`src/rtl/sat_accumulator.sv`:
```
// Streaming signed accumulator with per-add overflow detection.
// A run of `len` operands is summed into a registered accumulator; each add is
// clamped (SATURATE=1) or wrapped (SATURATE=0) on overflow, and a sticky flag
// records whether any add in the run overflowed. The result is held on a
// valid/ready output until the consumer takes it.
module sat_accumulator #(
    parameter int unsigned WIDTH    = 32,
    parameter int unsigned LEN_W    = 16,
    parameter bit          SATURATE = 1'b1
) (
    input  logic             clk,
    input  logic             rst_n,
    input  logic             start,
    input  logic [LEN_W-1:0] len,
    input  logic             abort,
    input  logic             in_valid,
    output logic             in_ready,
    input  logic [WIDTH-1:0] in_data,
    output logic             out_valid,
    input  logic             out_ready,
    output logic [WIDTH-1:0] result,
    output logic             overflow,
    output logic             busy
);

    typedef enum logic [1:0] {
        StIdle  = 2'd0,
        StAccum = 2'd1,
        StDone  = 2'd2
    } state_e;

    localparam logic [WIDTH-1:0] MaxPos = {1'b0, {(WIDTH-1){1'b1}}};
    localparam logic [WIDTH-1:0] MinNeg = {1'b1, {(WIDTH-1){1'b0}}};

    state_e           state_q, state_d;
    logic [WIDTH-1:0] acc_q, acc_d;
    logic [LEN_W-1:0] cnt_q, cnt_d;
    logic             ovf_q, ovf_d;

    logic [WIDTH:0]   sum_ext;
    logic             add_ovf;

    // Sign-extended add; overflow when both operands share a sign the sum lacks.
    always_comb begin
        sum_ext = {acc_q[WIDTH-1], acc_q} + {in_data[WIDTH-1], in_data};
        add_ovf = (acc_q[WIDTH-1] == in_data[WIDTH-1]) &&
                  (sum_ext[WIDTH-1] != acc_q[WIDTH-1]);
    end

    // Next-state and datapath update; abort overrides every other transition.
    always_comb begin
        state_d = state_q;
        acc_d   = acc_q;
        cnt_d   = cnt_q;
        ovf_d   = ovf_q;
        if (abort) begin
            // acc/ovf are left as-is; they are simply never presented as valid.
            state_d = StIdle;
            cnt_d   = '0;
        end else begin
            unique case (state_q)
                StIdle: begin
                    if (start) begin
                        acc_d = '0;
                        ovf_d = 1'b0;
                        if (len != '0) begin
                            cnt_d   = len;
                            state_d = StAccum;
                        end else begin
                            state_d = StDone;
                        end
                    end
                end
                StAccum: begin
                    if (in_valid) begin
                        if (add_ovf) begin
                            ovf_d = 1'b1;
                            if (SATURATE) begin
                                acc_d = in_data[WIDTH-1] ? MinNeg : MaxPos;
                            end else begin
                                acc_d = sum_ext[WIDTH-1:0];
                            end
                        end else begin
                            acc_d = sum_ext[WIDTH-1:0];
                        end
                        cnt_d = cnt_q - LEN_W'(1);
                        if (cnt_q == LEN_W'(1)) begin
                            state_d = StDone;
                        end
                    end
                end
                StDone: begin
                    if (out_ready) begin
                        state_d = StIdle;
                    end
                end
                default: begin
                    state_d = StIdle;
                end
            endcase
        end
    end

    // State and datapath registers with asynchronous active-low reset.
    always_ff @(posedge clk or negedge rst_n) begin
        if (!rst_n) begin
            state_q <= StIdle;
            acc_q   <= '0;
            cnt_q   <= '0;
            ovf_q   <= 1'b0;
        end else begin
            state_q <= state_d;
            acc_q   <= acc_d;
            cnt_q   <= cnt_d;
            ovf_q   <= ovf_d;
        end
    end

    // Moore outputs decoded straight from registered state.
    always_comb begin
        in_ready  = (state_q == StAccum);
        out_valid = (state_q == StDone);
        busy      = (state_q == StAccum) || (state_q == StDone);
        result    = acc_q;
        overflow  = ovf_q;
    end

endmodule

```
`config.mk`:
```
export PLATFORM = sky130hd
export DESIGN_NAME = sat_accumulator
export DESIGN_NICKNAME = d
export VERILOG_FILES = /design/src/rtl/sat_accumulator.sv
export SDC_FILE = /design/constraint.sdc
export NUM_CORES = 1
export LEC_CHECK = 0
export CORE_UTILIZATION = 52
export DETAILED_ROUTE_END_ITERATION = 6
export GPL_TIMING_DRIVEN = 0
export PLACE_DENSITY = 0.82
export SYNTH_ARGS = -nofsm -noshare
export SYNTH_HDL_FRONTEND = slang
export SYNTH_SLANG_ARGS = --single-unit
```
`constraint.sdc`:
```
create_clock -name clk -period 5.1 [get_ports clk]
set_input_delay 1.02 -clock clk [delete_from_list [all_inputs] [get_ports clk]]
set_output_delay 1.02 -clock clk [all_outputs]
set_load 0.01 [all_outputs]
```
== Yosys cells after proc, flatten, opt, wreduce, memory -nomap -nowiden ==
Cells that the tools add are included.

* Input port bits: 54
* Output and inout port bits: 36
* Register bits after elaboration: 51

* Muxes and demuxes: 21
* Equal/unequal tests: 13
* $add $sub $neg: 2
* Bitwise logic cells: 1
* Reductions and logical operators: 10

{| class="wikitable"
|+ Operator list
! operator !! number
|-
| $mux 32 || 4
|-
| $mux 16 || 4
|-
| $pmux 32 s2 || 1
|-
| $add 32x32->32 || 1
|-
| $pmux 16 s2 || 1
|-
| $eq 16x1->1 const B || 1
|-
| $reduce_bool 16->1 || 1
|-
| $sub 16x1->16 const B || 1
|-
| $mux 2 || 6
|-
| $reduce_and 4->1 || 3
|-
| $ne 3x3->1 const B || 3
|-
| $ne 3x2->1 const B || 2
|-
| $pmux 2 s3 || 1
|-
| $reduce_and 5->1 || 1
|-
| $ne 2x2->1 const B || 2
|-
| $mux 1 || 3
|-
| $reduce_bool 3->1 || 1
|-
| $eq 2x1->1 const B || 1
|-
| $eq 2x2->1 const B || 1
|-
| $logic_not 2->1 || 1
|-
| $ne 2x1->1 const B || 1
|-
| $pmux 1 s2 || 1
|-
| $reduce_bool 2->1 || 1
|-
| $eq 1x1->1 || 1
|-
| other kinds (4) || 4
|}

== Longest topological paths before layout ==
Gate-level depths: netlist (run 1).

* Word-level depth: 6
* Gate-level depth with buffers: 17

== Worst setup path after synthesis (run 1) ==
Ideal clock, no wire load.

* Path type: input -> register
* Start: input in_data[21]
* End: register acc_q[29] (netlist: result[29])
* Required time: 4.974 ns
* Path buffers: 1
* Slack: 0.848 ns
* Stages: 16
* Library setup time: 0.126 ns
* Data arrival time: 4.126 ns
* Path through: ha_1 -> clkbuf_1 -> o21a_1 -> nor2_1 -> o311a_1 -> o22ai_1 -> o211ai_1 -> a21boi_1 -> nor2_1 -> fa_1 -> nand3_1 -> nand3_1 -> a21oi_1 -> and3_1 -> a22o_1 -> a221o_1

* Longest elaborated chain between the ends: 6

{| class="wikitable"
|+ RTL lines
! item !! RTL line !! RTL
|-
| from (decl) || 18 || <nowiki>input logic [WIDTH-1:0] in_data,</nowiki>
|-
| $add 32x32->32 * || 45 || <nowiki>sum_ext = {acc_q[WIDTH-1], acc_q} + {in_data[WIDTH-1], in_data};</nowiki>
|-
| $ne 1x1->1 || 47 || <nowiki>(sum_ext[WIDTH-1] != acc_q[WIDTH-1]);</nowiki>
|-
| $logic_and 1x1->1 || 46 || <nowiki>add_ovf = (acc_q[WIDTH-1] == in_data[WIDTH-1]) &&</nowiki>
|-
| $mux 32 * || 76 || <nowiki>if (add_ovf) begin</nowiki>
|-
| $mux 32 * || 75 || <nowiki>if (in_valid) begin</nowiki>
|-
| $pmux 32 s2 * || 61 || <nowiki>unique case (state_q)</nowiki>
|-
| to (signal assigned) || 108 || <nowiki>acc_q <= '0;</nowiki>
|-
| to (signal assigned) || 113 || <nowiki>acc_q <= acc_d;</nowiki>
|-
| to (decl) || 36 || <nowiki>logic [WIDTH-1:0] acc_q, acc_d;</nowiki>
|}

Mark *: on every way between the ends. The rest lies on a longest branch, timed or not. The select of a mux whose other input is x is not followed.
A chain may end at the register's enable or synchronous reset.

== Worst setup path in the final report (run 1) ==
* Start: input in_data[22]
* End: register acc_q[29] (netlist: result[29])

Same word-level chain as after synthesis.

==> out/metrics.csv, run 1 <==
stage,metric,value,unit
global_route,met1 GRT Util,38.30,%
detailed_routing,Detailed Route Iter0 Violations,279,
yosys,Mapped Area,4159,um2
critical_path,CP required,5.30,ns
pwr,Pwr per Cell Area,552.0,nW/um2
detailed_routing,wire per inst,16.16,um
yosys,top-count cell post-synth,a21oi_1,
outcome,status,finished clean,
placement,RePlAce Congestion,0.9680,
pwr,clock share of power,9.8,%
yosys,Yosys top cell area share,30.69,%
global_route,first-pass GRT wire length,19.20,mm
sta,Tcrit/Tclk final,94.94,%
global_route,GR Util met2,45.61,%
pwr,internal power,1.544,mW
clock_tree,CTS Buffer Depth,2,
critical_path,reg-to-reg startpoint,result[22],
clock_tree,Root Buffer,clkbuf_8,
yosys,"flops & latches, synth",51,
sta,Least-Margin Pin Slew,0.6665,ns
detailed_routing,WL final,11.55,mm
sta,worst slew margin relative to its limit,55.57,%
detailed_routing,drt drc,0,
clock_tree,CTS tree,yes,
final_layout,# fillers,640,
final_layout,Final Non-Filler Cells,715,
critical_path,critical path arrival,5.04,ns
die,CORE AREA,7727,um2
sta,fmax,206.5,MHz
pwr,worst vdd ir,0.2263,mV
clock_tree,"Reg clk slew, reported paths",0.10,ns
critical_path,Worst Setup SP,in_data[22],
sta,# setup viols final,0,
yosys,syn_area_per_cell,7.998,um2
global_route,GRT Resource Usage Total,28.09,%
critical_path,R2R depth,16,
final_layout,n_diodes,0,
critical_path,Startpoint Class,primary input,
yosys,number of synthesized flops with an enable pin,0,
pwr,Sw Ratio,47.34,%
die,DIE WIDTH,91.43,um
critical_path,Crit. End Element,register,
yosys,synth top area cells,"dfrtp_1 (31%), ha_1 (11%), a21oi_1 (7.6%)",
critical_path,Setup CP Type,in2reg,
sta,Fin. Hold Viols,0,
critical_path,flop-to-flop setup slack,0.99,ns
yosys,Syn Nets,612,
min_path,hold path depth,2,
min_path,Hold Crit Class,reg2reg,
min_path,min-delay src,result[9],
pwr,Reg power frac,24.3,%
pwr,leakage,2.432,nW
placement,DP Area,5192,um2
final_layout,layout cells sized above 1,5.383,%
clock_tree,# H-tree levels,2,
die,die footprint,8359,um2
sta,Final Skew,0.004999,ns
detailed_routing,post-DR vias/cell,6.010,
die,IO Count,90,
final_layout,Area Growth Syn to Fin,27.74,%
yosys,synth warn,0,
global_route,antenna violations before repair,0,
yosys,commonest cells in the netlist,"a21oi_1 (63), nand2_1 (62), dfrtp_1 (51), o21ai_0 (42), ha_1 (36)",
final_layout,nets,705,
sta,RSZ-0062 raised after global routing,false,
clock_tree,clock sink total,51,
yosys,Mapped Cells,520,
final_layout,cell area after layout,5313,um2
clock_tree,clock buffer count from CTS,5,
detailed_routing,1st-pass router iterations,5,
global_route,largest net degree at the start of global routing,34,
yosys,Yosys cell types,59,
sta,Final Max Tran Viols,0,
placement,IO buf count,89,
yosys,asr flop ratio synth,100.0,%
die,Placement Rows,32,
run,max-cap violation count,0,
yosys,sequential area share after synthesis,30.69,%
clock_tree,postcts setup bufs,0,
final_layout,final core occ,68.75,%
die,Die Height,91.43,um
placement,hpwl dp,8.796,mm
pwr,combinational group share of total power,65.9,%
placement,cell total after placement,712,
critical_path,CP max FO,10,
die,Starting Density,53.82,%
detailed_routing,"antenna viol nets, final",0,
detailed_routing,Vias,4297,
pwr,NetSw,1.388,mW
global_route,vias in the first global route,4128,
global_route,GR Layer Usage met3,5.025,%
global_route,total grt overflow,0,
global_route,most used routing layer,met2,
sta,Hold Slack,0.5076,ns
clock_tree,clk_lat worst skew,0.31,ns
yosys,Synth Flop Type,dfrtp_1,
yosys,most area-hungry cell type in the Yosys netlist,dfrtp_1,
sta,Final min period,4.842,ns
[state kept, by name, indices dropped and copies added, names as in the netlist]
signal and cells:
state_q 2, result 32, cnt_q 16, overflow 1
[cell families (layout without fill, tap and decap cells)]
kind of cell               count (synthesis)  in the layout  share of synthesized area [%]
DFF                                       51             51                          30.69
muxes                                      4              4                         0.9627
adders and majority gates                 38             38                          11.79
AOI/OAI and AO/OA                        199            199                          28.76
xor gates and xnor gates                  26             26                          5.475
and+or+nand+nor                          163            163                          18.77
buffers and inverters                     39            132                          3.550
[power groups by stage]
stage               registers [mW]  logic [mW]  clock network (mW)
detailed placement           0.718        1.88                   0
floorplan                    0.734        1.26                   0
finish                       0.713        1.93               0.288
CTS                          0.710        1.90               0.293
global placement             0.709        1.83                   0
global route                 0.731        2.13               0.305
[routing by layer]
layer | vias up | routed length [um]
li1 | 2079 | -
met1 | 1987 | 5166
met2 | 203 | 5298
met3 | 28 | 864
met4 | 0 | 224
met5 | - | 0
[metrics by stage]
step | total power, mW | TNS, ns | setup WS [ns]
final | 2.932 | 0 | 0.2581
after global routing | 3.166 | 0 | 0.004523
after CTS | 2.899 | 0 | 0.04103
after detailed placement | 2.597 | -10.06 | -0.5739
after global placement | 2.541 | -8.934 | -0.5051
after floorplan | 1.994 | 0 | 0.8485
[worst max-delay path, cell delays in order]
cell and delay, ns:
clkdlybuf4s50_1 0.44, ha_1 0.28, clkbuf_1 0.27, o21a_1 0.19, nor2_1 0.07, o311a_1 0.39
o22ai_1 0.28, o211ai_1 0.17, a21boi_1 0.16, nor2_1 0.07, fa_1 0.52, nand3_1 0.16
nand3_2 0.26, a21oi_1 0.09, and3_1 0.18, a22o_1 0.20, a221o_1 0.29
[timing repair]
| item | 4_1_cts | 5_1_grt |
|---|---|---|
| endpoints found under the setup margin | 20 | 29 |
| pin swaps | 0 | 0 |
| gates cloned | 0 | 0 |
| hold buffers | 0 | 0 |
| resized for setup | 2 | 6 |
[cells in the final DEF, fill, tap and decap left out, types with 3 or more instances in the layout]
cell             instances
clkdlybuf4s50_1         88
a21oi_1                 63
nand2_1                 62
dfrtp_1                 51
o21ai_0                 42
ha_1                    36
nor2_1                  35
o21ai_1                 33
xnor2_1                 17
inv_1                   15
clkbuf_1                15
a21o_1                  15
nor3_1                  11
nand3_1                 10
and3_1                   9
xor2_1                   9
a31oi_1                  7
nand4_1                  6
nor4_1                   6
o21a_1                   5
nor2b_1                  5
clkbuf_8                 5
o21bai_1                 4
mux2i_1                  4
o211ai_1                 3
buf_2                    3
or3_1                    3
[final cells by class]
cell class,instances,area (um2),area share (%)
multi-input cells,430,2761,51.98
flip-flops and latches,51,1276,24.02
repair buffers,90,905.9,17.05
well taps,102,127.6,2.402
plain buffers,19,75.07,1.413
clock buffers,5,68.82,1.295
inverters,16,60.06,1.130
clock inverters,2,37.54,0.7065
[final timing paths]
kind / endpoint
max: result[29]
min: result[9]
max reg2reg: result[29]
min reg2reg: result[9]
max in group asynchronous: result[22]
min in group asynchronous: result[19]
Note: power is estimated with default switching activity, not from simulation.
==> run 2, diff against run 1 <==
GPL_ROUTABILITY_DRIVEN = 0   (was default)
==> out/metrics.csv, run 2 (synthesis results as in run 1) <==
stage,metric,value,unit,change
global_route,total grt overflow,0,,unchanged
clock_tree,CTS Buffer Depth,2,,unchanged
sta,fmax,207.9,MHz,was 206.5 MHz
clock_tree,clock sink total,51,,unchanged
min_path,hold path depth,2,,unchanged
detailed_routing,Vias,4314,,was 4297
placement,IO buf count,89,,unchanged
die,DIE WIDTH,91.43,um,unchanged
clock_tree,"Reg clk slew, reported paths",0.11,ns,was 0.10 ns
critical_path,flop-to-flop setup slack,1.00,ns,was 0.99 ns
sta,Hold Slack,0.5096,ns,was 0.5076 ns
pwr,NetSw,1.404,mW,was 1.388 mW
die,Placement Rows,32,,unchanged
placement,hpwl dp,8.876,mm,was 8.796 mm
pwr,Pwr per Cell Area,545.9,nW/um2,was 552.0 nW/um2
critical_path,"slowest stage cell, crit path",clkdlybuf4s50_1,,was fa_1
sta,Final min period,4.810,ns,was 4.842 ns
final_layout,layout cells sized above 1,5.844,%,was 5.383%
run,max-cap violation count,0,,unchanged
sta,final worst setup slack,0.2896,ns,was 0.2581 ns
global_route,vias in the first global route,4097,,was 4128
pwr,clock share of power,8.6,%,was 9.8%
sta,Fin. Hold Viols,0,,unchanged
die,Die Height,91.43,um,unchanged
final_layout,"leading cell types in the layout, fill and taps excluded","clkdlybuf4s50_1 (88), a21oi_1 (63), nand2_1 (62)",,unchanged
clock_tree,postcts setup bufs,0,,unchanged
final_layout,nets,707,,was 705
critical_path,Setup CP Type,in2reg,,unchanged
pwr,Reg power frac,24.6,%,was 24.3%
clock_tree,clock buffer count from CTS,5,,unchanged
critical_path,crit-path most repeated cell,a21oi_1,,was nor2_1
detailed_routing,Detailed Route Iter0 Violations,305,,was 279
critical_path,critical path arrival,5.03,ns,was 5.04 ns
global_route,largest net degree at the start of global routing,34,,unchanged
global_route,antenna violations before repair,0,,unchanged
clock_tree,# H-tree levels,2,,unchanged
critical_path,CP Cell Sequence,"clkdlybuf4s50_1, ha_1, a21o_1, a21oi_1, o2111ai_1, a41oi_2, o22ai_2, o211ai_1, a21boi_1, nor2_1, fa_1, nor3_2, and3_2, clkbuf_2, a21oi_1, o31ai_1",,"was clkdlybuf4s50_1, ha_1, clkbuf_1, o21a_1, nor2_1, o311a_1, o22ai_1, o211ai_1, a21boi_1, nor2_1, fa_1, nand3_1, nand3_2, a21oi_1, and3_1, a22o_1, a221o_1"
min_path,Hold Crit Class,reg2reg,,unchanged
global_route,first-pass GRT wire length,19.00,mm,was 19.20 mm
die,Starting Density,53.82,%,unchanged
final_layout,n_diodes,0,,unchanged
min_path,min-delay src,result[9],,unchanged
critical_path,R2R depth,17,,was 16
final_layout,"commonest non-fill, non-tap cell in the layout",clkdlybuf4s50_1,,unchanged
critical_path,Crit. End Element,register,,unchanged
pwr,combinational group share of total power,66.8,%,was 65.9%
final_layout,FF/Latch Area,1276,um2,unchanged
min_path,Worst Hold End,result[9],,unchanged
detailed_routing,WL final,11.46,mm,was 11.55 mm
clock_tree,Root Buffer,clkbuf_8,,unchanged
pwr,Sw Ratio,48.37,%,was 47.34%
critical_path,R2R Path End,result[29],,unchanged
sta,Tcrit/Tclk final,94.32,%,was 94.94%
placement,pre-CTS WS,-0.5701,ns,was -0.5739 ns
sta,Final Skew,0.01231,ns,was 0.004999 ns
detailed_routing,wire per inst,15.96,um,was 16.16 um
critical_path,CP required,5.32,ns,was 5.30 ns
final_layout,# fillers,643,,was 640
detailed_routing,1st-pass router iterations,6,,was 5
critical_path,Startpoint Class,primary input,,unchanged
clock_tree,CTS tree,yes,,unchanged
detailed_routing,drt drc,0,,unchanged
pwr,worst vdd ir,0.2550,mV,was 0.2263 mV
clock_tree,clk_lat worst skew,0.31,ns,about the same
die,IO Count,90,,unchanged
final_layout,Area Growth Syn to Fin,27.83,%,was 27.74%
critical_path,reg-to-reg startpoint,result[24],,was result[22]
critical_path,Critical Path Max Stage Delay,0.46,ns,was 0.52 ns
outcome,status,finished clean,,unchanged
sta,worst slew margin relative to its limit,53.35,%,was 55.57%
die,CORE AREA,7727,um2,unchanged
global_route,GRT Resource Usage Total,27.96,%,was 28.09%
pwr,leakage,2.426,nW,was 2.432 nW
die,die footprint,8359,um2,unchanged
final_layout,footprint of the multi-input gates,2770,um2,was 2761 um2
sta,Least-Margin Pin Slew,0.6997,ns,was 0.6665 ns
pwr,internal power,1.498,mW,was 1.544 mW
sta,Final Max Tran Viols,0,,unchanged
detailed_routing,post-DR vias/cell,6.008,,was 6.010
detailed_routing,"antenna viol nets, final",0,,unchanged
sta,# setup viols final,0,,unchanged
critical_path,CP max FO,10,,unchanged
final_layout,max reg flops,32,,unchanged
-- run 2: cell count changes in the layout (fill, tap and decap cells not counted), sizes merged --
cell / change
inv: +1
bufinv: -1
clkbuf: +2
clkinvlp: +1
-- run 2: layout make-up --
class | instances | share of cell area (%)
plain buffers | 21 | 1.577
clock buffers | 5 | 1.294
clock inverters | 3 | 0.4472
inverters | 16 | 1.130
multi-input cells | 430 | 52.11
flip-flops and latches | 51 | 24.01
well taps | 102 | 2.401
repair buffers | 90 | 17.04
-- run 2: critical path: cells and delay by family --
kind                     cells  cell delay [ns]
AO/OA/AOI/OAI                9             1.78
buffers and inverters        2             0.73
adder cells (fa/ha/maj)      2             0.78
AND/OR/NAND/NOR              3             0.71
-- run 2: how the worst max path moves through the flow --
stage | from | to | slack [ns]
after global routing | in_data[1] | result[12] | -0.03
after floorplan | in_data[21] | result[29] | 0.85
after CTS | in_data[1] | result[7] | 0.03
after detailed placement | in_data[1] | result[12] | -0.57
final | in_data[1] | result[25] | 0.29
after global placement | in_data[1] | result[7] | -0.52
-- run 2: timing repair --
action / 4_1_cts / 5_1_grt
hold buffers: 0 / 0
gates cloned: 0 / 0
gates resized for setup: 2 / 10
endpoints found under the setup margin: 20 / 29
-- run 2: metrics by stage --
stage / power, mW / util [%] / cells / setup TNS (ns) / instance area [um2]
3_5_place_dp: 2.608 / 67.20 / 712 / -10.70 / 5192
4_1_cts: 2.866 / 68.47 / 720 / 0 / 5291
3_3_place_gp: 2.540 / 67.00 / 711 / -9.126 / 5177
5_1_grt: 3.134 / 68.80 / 718 / -0.09733 / 5316
6_report: 2.902 / 68.80 / 718 / 0 / 5316
2_1_floorplan: 1.994 / - / 520 / 0 / 4159
-- run 2: routing by layer --
layer	wire [um]	part of all wire (%)	global-route usage, %
met5	0	0	0
met4	191	1.7	8.730
met3	776	6.8	3.601
met2	5399	47	45.74
met1	5088	44	38.32
-- run 2: power groups by stage --
| stage | Clock (mW) | Sequential (mW) | Combinational, mW |
|---|---|---|---|
| 3_3_place_gp | 0 | 0.709 | 1.83 |
| 6_report | 0.250 | 0.715 | 1.94 |
| 2_1_floorplan | 0 | 0.734 | 1.26 |
| 5_1_grt | 0.271 | 0.734 | 2.13 |
| 4_1_cts | 0.253 | 0.712 | 1.90 |
| 3_5_place_dp | 0 | 0.719 | 1.89 |
==> run 3, diff against run 2 <==
CAP_MARGIN = 10   (was default)
SKIP_CTS_REPAIR_TIMING = 1   (was default)
==> out/metrics.csv, run 3 (synthesis results as in run 1) <==
stage,metric,value,unit,change
outcome,status,finished clean,,unchanged
pwr,worst vdd ir,0.2555,mV,was 0.2550 mV
clock_tree,clock sink total,51,,unchanged
final_layout,Area Growth Syn to Fin,27.95,%,was 27.83%
clock_tree,clock buffer count from CTS,5,,unchanged
final_layout,"commonest non-fill, non-tap cell in the layout",clkdlybuf4s50_1,,unchanged
sta,worst slew margin relative to its limit,53.20,%,was 53.35%
sta,Final Max Tran Viols,0,,unchanged
die,CORE AREA,7727,um2,unchanged
final_layout,layout cells sized above 1,5.844,%,unchanged
global_route,first-pass GRT wire length,19.00,mm,unchanged
global_route,total grt overflow,0,,unchanged
clock_tree,Root Buffer,clkbuf_8,,unchanged
sta,Final min period,4.859,ns,was 4.810 ns
final_layout,# fillers,645,,was 643
critical_path,R2R Path End,result[29],,unchanged
global_route,GR Util met2,45.74,%,unchanged
die,die footprint,8359,um2,unchanged
pwr,Final Power,2.911,mW,was 2.902 mW
detailed_routing,WL final,11.52,mm,was 11.46 mm
final_layout,final core occ,68.86,%,was 68.80%
critical_path,CP max FO,10,,unchanged
global_route,vias in the first global route,4097,,unchanged
sta,# setup viols final,0,,unchanged
die,IO Count,90,,unchanged
critical_path,Crit. End Element,register,,unchanged
final_layout,n_diodes,0,,unchanged
min_path,Hold Crit Class,reg2reg,,unchanged
sta,Least-Margin Pin Slew,0.6966,ns,was 0.6997 ns
global_route,most used routing layer,met2,,unchanged
sta,Tcrit/Tclk final,95.27,%,was 94.32%
sta,Hold Slack,0.5094,ns,was 0.5096 ns
global_route,met1 GRT Util,38.32,%,unchanged
pwr,leakage,2.430,nW,was 2.426 nW
global_route,antenna violations before repair,0,,unchanged
critical_path,CP required,5.30,ns,was 5.32 ns
pwr,Pwr per Cell Area,547.1,nW/um2,was 545.9 nW/um2
critical_path,Worst Setup SP,in_data[24],,was in_data[1]
detailed_routing,"antenna viol nets, final",0,,unchanged
clock_tree,# H-tree levels,2,,unchanged
final_layout,max reg flops,32,,unchanged
clock_tree,"Reg clk slew, reported paths",0.10,ns,was 0.11 ns
global_route,GR Layer Usage met3,3.601,%,unchanged
clock_tree,CTS Buffer Depth,2,,unchanged
detailed_routing,drt drc,0,,unchanged
die,Die Height,91.43,um,unchanged
clock_tree,clk_lat worst skew,0.32,ns,was 0.31 ns
critical_path,Startpoint Class,primary input,,unchanged
detailed_routing,Vias,4294,,was 4314
placement,hpwl dp,8.876,mm,unchanged
clock_tree,CTS tree,yes,,unchanged
detailed_routing,Detailed Route Iter0 Violations,297,,was 305
sta,final worst setup slack,0.2411,ns,was 0.2896 ns
sta,RSZ-0062 raised after global routing,true,,
sta,fmax,205.8,MHz,was 207.9 MHz
sta,Fin. Hold Viols,0,,unchanged
run,max-cap violation count,0,,unchanged
critical_path,Setup CP Type,in2reg,,unchanged
global_route,GRT Resource Usage Total,27.96,%,unchanged
detailed_routing,1st-pass router iterations,5,,was 6
placement,IO buf count,89,,unchanged
detailed_routing,wire per inst,16.04,um,was 15.96 um
final_layout,nets,707,,unchanged
final_layout,"leading cell types in the layout, fill and taps excluded","clkdlybuf4s50_1 (88), a21oi_1 (63), nand2_1 (62)",,unchanged
placement,pre-CTS WS,-0.5701,ns,unchanged
critical_path,flop-to-flop setup slack,0.93,ns,was 1.00 ns
detailed_routing,post-DR vias/cell,5.981,,was 6.008
sta,Setup TNS,0,ns,unchanged
critical_path,crit path to,result[29],,was result[25]
sta,Final Skew,0.01409,ns,was 0.01231 ns
die,Starting Density,53.82,%,unchanged
global_route,largest net degree at the start of global routing,34,,unchanged
critical_path,reg-to-reg startpoint,result[24],,unchanged
critical_path,R2R depth,17,,unchanged
critical_path,critical path arrival,5.06,ns,was 5.03 ns
die,Placement Rows,32,,unchanged
die,DIE WIDTH,91.43,um,unchanged
==> run 3: cell types whose count changed in the layout (fill, tap and decap cells not counted), sizes merged <==
cell,previous run,this run
clkbuf,23,24
buf,5,4
==> run 3: cell type report <==
type / count / area (um2) / area share [%]
clock inverters: 3 / 23.77 / 0.4467
inverters: 16 / 60.06 / 1.129
flip-flops and latches: 51 / 1276 / 23.98
plain buffers: 21 / 83.83 / 1.575
well taps: 102 / 127.6 / 2.398
multi-input cells: 430 / 2775 / 52.15
clock buffers: 5 / 68.82 / 1.293
repair buffers: 90 / 905.9 / 17.02
==> run 3: how the worst min path moves through the flow <==
stage,slack (ns),end,from,cells past startpoint
after floorplan,0.47,cnt_q[8],cnt_q[8],2
after global placement,0.49,result[8],result[8],2
after detailed placement,0.49,result[7],result[7],2
after CTS,0.52,result[7],result[7],2
after global routing,0.54,result[8],result[8],2
final,0.51,result[9],result[9],2
==> run 3: worst max-delay path, cell delays in order <==
cell             delay (ns)
clkdlybuf4s50_1        0.40
ha_1                   0.27
clkbuf_1               0.26
and3_1                 0.26
nand2_1                0.11
nor4_1                 0.27
o21ai_0                0.16
o22ai_2                0.20
o211ai_1               0.17
a21boi_1               0.16
nor2_1                 0.06
fa_1                   0.52
nand3_1                0.21
nand3_4                0.24
a21oi_1                0.08
and3_1                 0.17
a22o_1                 0.20
a221o_1                0.29
==> run 3: report_power, final <==
group	switching [mW]	leakage (nW)	internal, mW	total [mW]
clock network	0.154	0.0408	0.0986	0.252
logic	1.10	1.70	0.840	1.94
registers	0.154	0.686	0.562	0.716
==> run 3: metal layers <==
layer,vias up,wire [um],share of wire [%]
met4,0,163,1.4
met5,-,0,0
li1,2080,-,-
met1,1996,5118,44
met2,204,5411,47
met3,14,825,7.2
==> run 3: stage by stage <==
step | cell area (um2) | instances
5_1_grt | 5321 | 718
6_report | 5321 | 718
2_1_floorplan | 4159 | 520
3_3_place_gp | 5177 | 711
4_1_cts | 5285 | 720
3_5_place_dp | 5192 | 712
